[src/rtl/clock_pkg.sv]
// Shared types and field widths for the digital clock timekeeping path.
//   mode_e  : RUN / SET_HOUR / SET_MIN state encoding (2'b11 is unused/illegal)
//   *_MOD   : field moduli for seconds and minutes
//   *_W     : binary field widths driven to the display encoder
package clock_pkg;
    typedef enum logic [1:0] {
        MODE_RUN      = 2'd0,
        MODE_SET_HOUR = 2'd1,
        MODE_SET_MIN  = 2'd2
    } mode_e;

    localparam int SEC_MOD = 60;
    localparam int MIN_MOD = 60;
    localparam int HOUR_W  = 5;
    localparam int MIN_W   = 6;
    localparam int SEC_W   = 6;
endpackage

[src/rtl/time_set_controller_mod_counter.sv]
// Modulo-MOD up counter used for each time field.
//   clk, rst_i : clock, async active-high reset (value -> 0)
//   inc_i      : advance by one, wrapping MOD-1 -> 0
//   clr_i      : synchronous clear, has priority over inc_i
//   val_o      : registered count, 0..MOD-1
//   carry_o    : combinational, high when an increment wraps the field
module mod_counter #(
    parameter int MOD = 60,
    parameter int W   = 6
) (
    input  logic         clk,
    input  logic         rst_i,
    input  logic         inc_i,
    input  logic         clr_i,
    output logic [W-1:0] val_o,
    output logic         carry_o
);
    logic at_max;

    assign at_max  = (val_o == W'(MOD - 1));
    assign carry_o = inc_i & at_max;

    always_ff @(posedge clk or posedge rst_i) begin
        if (rst_i)      val_o <= '0;
        else if (clr_i) val_o <= '0;
        else if (inc_i) val_o <= at_max ? '0 : val_o + 1'b1;
    end
endmodule

[src/rtl/time_set_controller.sv]
// Time-of-day keeper and RUN / SET_HOUR / SET_MIN sequencer.
//   clk, rst_i            : 100 MHz clock, async active-high reset
//   tick_1hz_i            : one-cycle pulse per second
//   blink_i               : 500 ms blink level
//   btn_mode_i, btn_inc_i : debounced one-cycle button pulses
//   hours_o/minutes_o/seconds_o : binary time fields (registered)
//   mode_o                : current mode_e state
//   blank_hours_o/blank_minutes_o : registered blink-driven blanking of the field being set
module time_set_controller
    import clock_pkg::*;
#(
    parameter int TIMEOUT_S = 30,
    parameter int HOURS_MOD = 24
) (
    input  logic              clk,
    input  logic              rst_i,
    input  logic              tick_1hz_i,
    input  logic              blink_i,
    input  logic              btn_mode_i,
    input  logic              btn_inc_i,
    output logic [HOUR_W-1:0] hours_o,
    output logic [MIN_W-1:0]  minutes_o,
    output logic [SEC_W-1:0]  seconds_o,
    output logic [1:0]        mode_o,
    output logic              blank_hours_o,
    output logic              blank_minutes_o
);
    localparam int TW = $clog2(TIMEOUT_S + 1);

    mode_e         mode, mode_n;
    logic [TW-1:0] tcnt;
    logic          tcnt_inc;
    logic          run_count, sec_clr, set_hr_inc, set_min_inc;
    logic          sec_inc, min_inc, hr_inc;
    logic          sec_carry, min_carry, hr_carry_unused;
    logic          any_btn;

    assign any_btn = btn_mode_i | btn_inc_i;

    // Next-state and field control. The carry chain is kept out of this block
    // (plain assigns below) so the counters' combinational carries don't loop
    // back through a single process.
    always_comb begin
        mode_n      = mode;
        run_count   = 1'b0;
        sec_clr     = 1'b0;
        set_hr_inc  = 1'b0;
        set_min_inc = 1'b0;
        tcnt_inc    = 1'b0;
        case (mode)
            MODE_RUN: begin
                if (btn_mode_i) begin
                    mode_n  = MODE_SET_HOUR;
                    sec_clr = 1'b1;       // a coincident tick is dropped
                end else begin
                    run_count = 1'b1;
                end
            end
            MODE_SET_HOUR: begin
                if (btn_mode_i)     mode_n     = MODE_SET_MIN;
                else if (btn_inc_i) set_hr_inc = 1'b1;
            end
            MODE_SET_MIN: begin
                if (btn_mode_i)     mode_n      = MODE_RUN;
                else if (btn_inc_i) set_min_inc = 1'b1;
            end
            default: mode_n = MODE_RUN;
        endcase

        // Inactivity timeout: only a tick with no button advances it, so a
        // button in the same cycle always wins.
        if ((mode == MODE_SET_HOUR || mode == MODE_SET_MIN) && !any_btn && tick_1hz_i) begin
            if (int'(tcnt) + 1 >= TIMEOUT_S) mode_n   = MODE_RUN;
            else                             tcnt_inc = 1'b1;
        end
    end

    assign sec_inc = run_count & tick_1hz_i;
    assign min_inc = set_min_inc | (run_count & sec_carry);
    assign hr_inc  = set_hr_inc  | (run_count & min_carry);

    mod_counter #(.MOD(SEC_MOD), .W(SEC_W)) u_sec (
        .clk(clk), .rst_i(rst_i), .inc_i(sec_inc), .clr_i(sec_clr),
        .val_o(seconds_o), .carry_o(sec_carry)
    );
    mod_counter #(.MOD(MIN_MOD), .W(MIN_W)) u_min (
        .clk(clk), .rst_i(rst_i), .inc_i(min_inc), .clr_i(1'b0),
        .val_o(minutes_o), .carry_o(min_carry)
    );
    mod_counter #(.MOD(HOURS_MOD), .W(HOUR_W)) u_hr (
        .clk(clk), .rst_i(rst_i), .inc_i(hr_inc), .clr_i(1'b0),
        .val_o(hours_o), .carry_o(hr_carry_unused)
    );

    // State, timeout counter and blank flags. Blanks key off the next state so
    // they never lag the mode output and are guaranteed 0 once back in RUN.
    always_ff @(posedge clk or posedge rst_i) begin
        if (rst_i) begin
            mode            <= MODE_RUN;
            tcnt            <= '0;
            blank_hours_o   <= 1'b0;
            blank_minutes_o <= 1'b0;
        end else begin
            mode <= mode_n;
            if (mode_n != mode || any_btn) tcnt <= '0;
            else if (tcnt_inc)             tcnt <= tcnt + 1'b1;
            blank_hours_o   <= (mode_n == MODE_SET_HOUR) & blink_i;
            blank_minutes_o <= (mode_n == MODE_SET_MIN)  & blink_i;
        end
    end

    assign mode_o = mode;
endmodule

[config.mk]
export PLATFORM = sky130hd
export DESIGN_NAME = time_set_controller
export DESIGN_NICKNAME = d
export VERILOG_FILES = /design/src/rtl/clock_pkg.sv /design/src/rtl/time_set_controller_mod_counter.sv /design/src/rtl/time_set_controller.sv
export SDC_FILE = /design/constraint.sdc
export NUM_CORES = 1
export LEC_CHECK = 0
export CAP_MARGIN = 20
export CORE_UTILIZATION = 35
export CTS_CLUSTER_DIAMETER = 150
export DETAILED_ROUTE_END_ITERATION = 10
export PLACE_DENSITY_LB_ADDON = 0.08
export SYNTH_ARGS = -nofsm -noshare
export SYNTH_HDL_FRONTEND = slang
export SYNTH_SLANG_ARGS = --single-unit
[constraint.sdc]
create_clock -name clk -period 2.7 [get_ports clk]
set_clock_uncertainty 0.15 [all_clocks]
set_input_delay 0.675 -clock clk [delete_from_list [all_inputs] [get_ports clk]]
set_output_delay 0.675 -clock clk [all_outputs]
set_load 0.02 [all_outputs]
==> results.md <==
* Status: complete, no violations
* Final worst slack at 0.2512 ns
* TritonCTS clock tree: built
* Area Growth Syn to Fin at 23.62%
* DR iter-0 viols at 83
* Synth Net Count at 194
* Post-CTS Setup Inserts at 0
* Post-CTS sizing at 0
* FMAX at 0.4084 GHz
* Placeable core area at 4504 sq um
* Crit path DAT at 2.48 ns
* Largest net degree at the start of global routing at 27
* Least-Margin Pin Slew at 0.4664 ns
* Worst-Skew Late Latency at 0.27 ns
* Total congestion overflow at 0
* Final Power at 1.508 mW
* GRT Util Overall at 15.80%
* # IOs at 27
* Gate Count Post-Synth at 179
* Max-slew headroom at 68.50%
* Row cnt at 24
* IO Port Bufs at 26
* Ys Warns at 0
* CP max FO at 6
* Clk buf depth at 2
* Most used DFF post-synth: dfrtp_1
* Fillers at 425
* Initial antenna violation count at 0
* Clk sinks at 26
* Number of global-route vias before repair at 1401
* WL final at 3.789 mm
* Antenna viol nets, final at 0
* RSZ-0062 raised after global routing: no
* Num CTS Buffers at 3
* Clock transition at the registers of the reported paths at 0.09 ns
* Via-to-Cell Ratio at 5.460
* Final hold vios at 0
* Ys async rst share at 100.0%
* DP Worst Slack at -0.02590 ns
* Proportion of layout cells with a drive suffix above 1 at 11.85%
* DR pass1 iterations at 4
* Root buf cell: clkbuf_8
* #FFs+latches synth at 26
* CP startpoint kind: input port
* Remaining DRCs at 0
* Htree depth at 1
* Fin area at 2102 sq um
* Most frequent cells in the layout: 26 x dfrtp_1, 26 x clkdlybuf4s50_1, 18 x nor2_1, 13 x o21ai_0, 11 x inv_1
* First-pass GRT wire length at 6.451 mm
* Worst setup EP type: flop
* Cell Area, Placed at 2047 sq um
* Sequential Area at 650.6 sq um
* CP required at 2.73 ns
* Die X-Extent at 71.70 um
* Cells after DPL at 259
* N_diodes at 0
* Placer Congestion at 0.8306
* Tightest Hold Check Type: reg -> reg
* Initial Util at 37.75%
* Final #Nets at 227
* Seq/Total Area, Yosys at 38.26%
* Footprint of the multi-input gates at 962.2 sq um
* Worst vdd ir at 0.2756 mV
* Die Ht at 71.70 um
* Max Cap Viol at 0
* Minimum clock period at 2.449 ns
* Max-slew violations at 0
* Pwr/cell area at 717.4 nW/um^2
* CP Class: in -> reg
* Number of synthesized flops with an enable pin at 0
* Period utilization at 90.69%
* Detailed placement HPWL at 2.881 mm
* Final setup fails at 0
* Leak at 0.8602 nW
* Full die area at 5141 sq um
* Hold buffers post-CTS at 0
* Cell Count, Final, Fillers Out at 263
* Mapped Avg Cell Area at 9.499 sq um
* Netlist cell types at 54
* Avg WL per Cell at 14.41 um
* Cell Area, Synth at 1700 sq um
* Vias at 1436
==> per-layer routing <==
layer  up-vias  routed length [um]  track usage, %
met4         0                  13           3.486
met3         2                  94           2.250
met2        21                1828           27.57
met1       689                1852           20.76
met5         -                   0               0
li1        724                   -               -
==> critical path, cell delays in order <==
cell	delay [ns]
clkdlybuf4s50_1	0.52
buf_4	0.20
a211oi_1	0.22
o41ai_1	0.16
a221oi_2	0.21
nand4_2	0.20
a311oi_1	0.29
==> flip-flops by register name, indices dropped and copies added (netlist names) <==
name and flops:
mode_o 2, u_hr.val_o 5, u_min.val_o 6, blank_hours_o 1
blank_minutes_o 1, u_sec.val_o 6, tcnt 5
==> path summary, 6_finish.rpt <==
path | startpoint | endpoint | slack, ns | cells past startpoint
hold reg to reg | u_min.val_o[4] | u_min.val_o[4] | 0.36 | 1
hold / removal | u_min.val_o[4] | u_min.val_o[4] | 0.36 | 1
max in group asynchronous | rst_i | blank_minutes_o | 1.53 | 3
setup / recovery | btn_mode_i | tcnt[3] | 0.25 | 7
setup reg to reg | mode_o[1] | tcnt[3] | 0.32 | 7
min in group asynchronous | rst_i | u_sec.val_o[5] | 0.61 | 3
==> kinds of logic after synthesis <==
logic type	count (synthesis)	share of synthesized area, %
DFF	26	38.26
AOI/OAI and AO/OA	50	20.53
and+or+nand+nor	68	24.87
buffers and inverters	18	5.151
xor gates and xnor gates	5	2.576
muxes	3	1.987
adders and majority gates	9	6.623
==> cell type report <==
cell class,instances,area share [%]
inverter,11,1.964
clock buffer,4,2.619
tap,52,3.095
multi-input combinational,135,45.77
sequential,26,30.95
timing repair buffer,35,15.60
==> synthesized netlist by cell type, drive strengths merged (2+ instances only) <==
cell | instances | area, sq um
o41ai | 4 | 35.03
nand3 | 7 | 40.04
o21ai | 13 | 65.06
o31ai | 4 | 30.03
a21oi | 6 | 30.03
xor2 | 2 | 17.52
nand2 | 9 | 33.78
nor3 | 3 | 20.02
a21o | 3 | 22.52
a31oi | 3 | 18.77
mux2 | 3 | 33.78
nand4 | 3 | 25.02
clkbuf | 3 | 11.26
and3 | 5 | 31.28
nand3b | 3 | 22.52
dfrtp | 26 | 650.6
nor4b | 2 | 32.53
and2 | 2 | 12.51
nand2b | 4 | 25.02
xnor2 | 3 | 26.28
ha | 9 | 112.6
nor2b | 3 | 26.27
a211oi | 4 | 30.03
nor2 | 18 | 67.56
o221ai | 2 | 17.52
inv | 11 | 41.29
buf | 4 | 35.03
==> through the flow <==
step / util, % / TNS (ns) / hold WS, ns
finish: 46.67 / 0 / 0.3574
global route: 46.67 / 0 / 0.3961
detailed placement: 45.44 / -0.02590 / 0.3436
floorplan: - / 0 / 0.3906
global placement: 45.44 / 0 / 0.3438
CTS: 46.67 / 0 / 0.3600
==> where the power goes <==
group / switching [mW] / total [mW] / internal [mW]
Clock: 0.123 / 0.253 / 0.130
Combinational: 0.370 / 0.691 / 0.322
Sequential: 0.0949 / 0.563 / 0.468
Power figures use the tool's default switching activity.
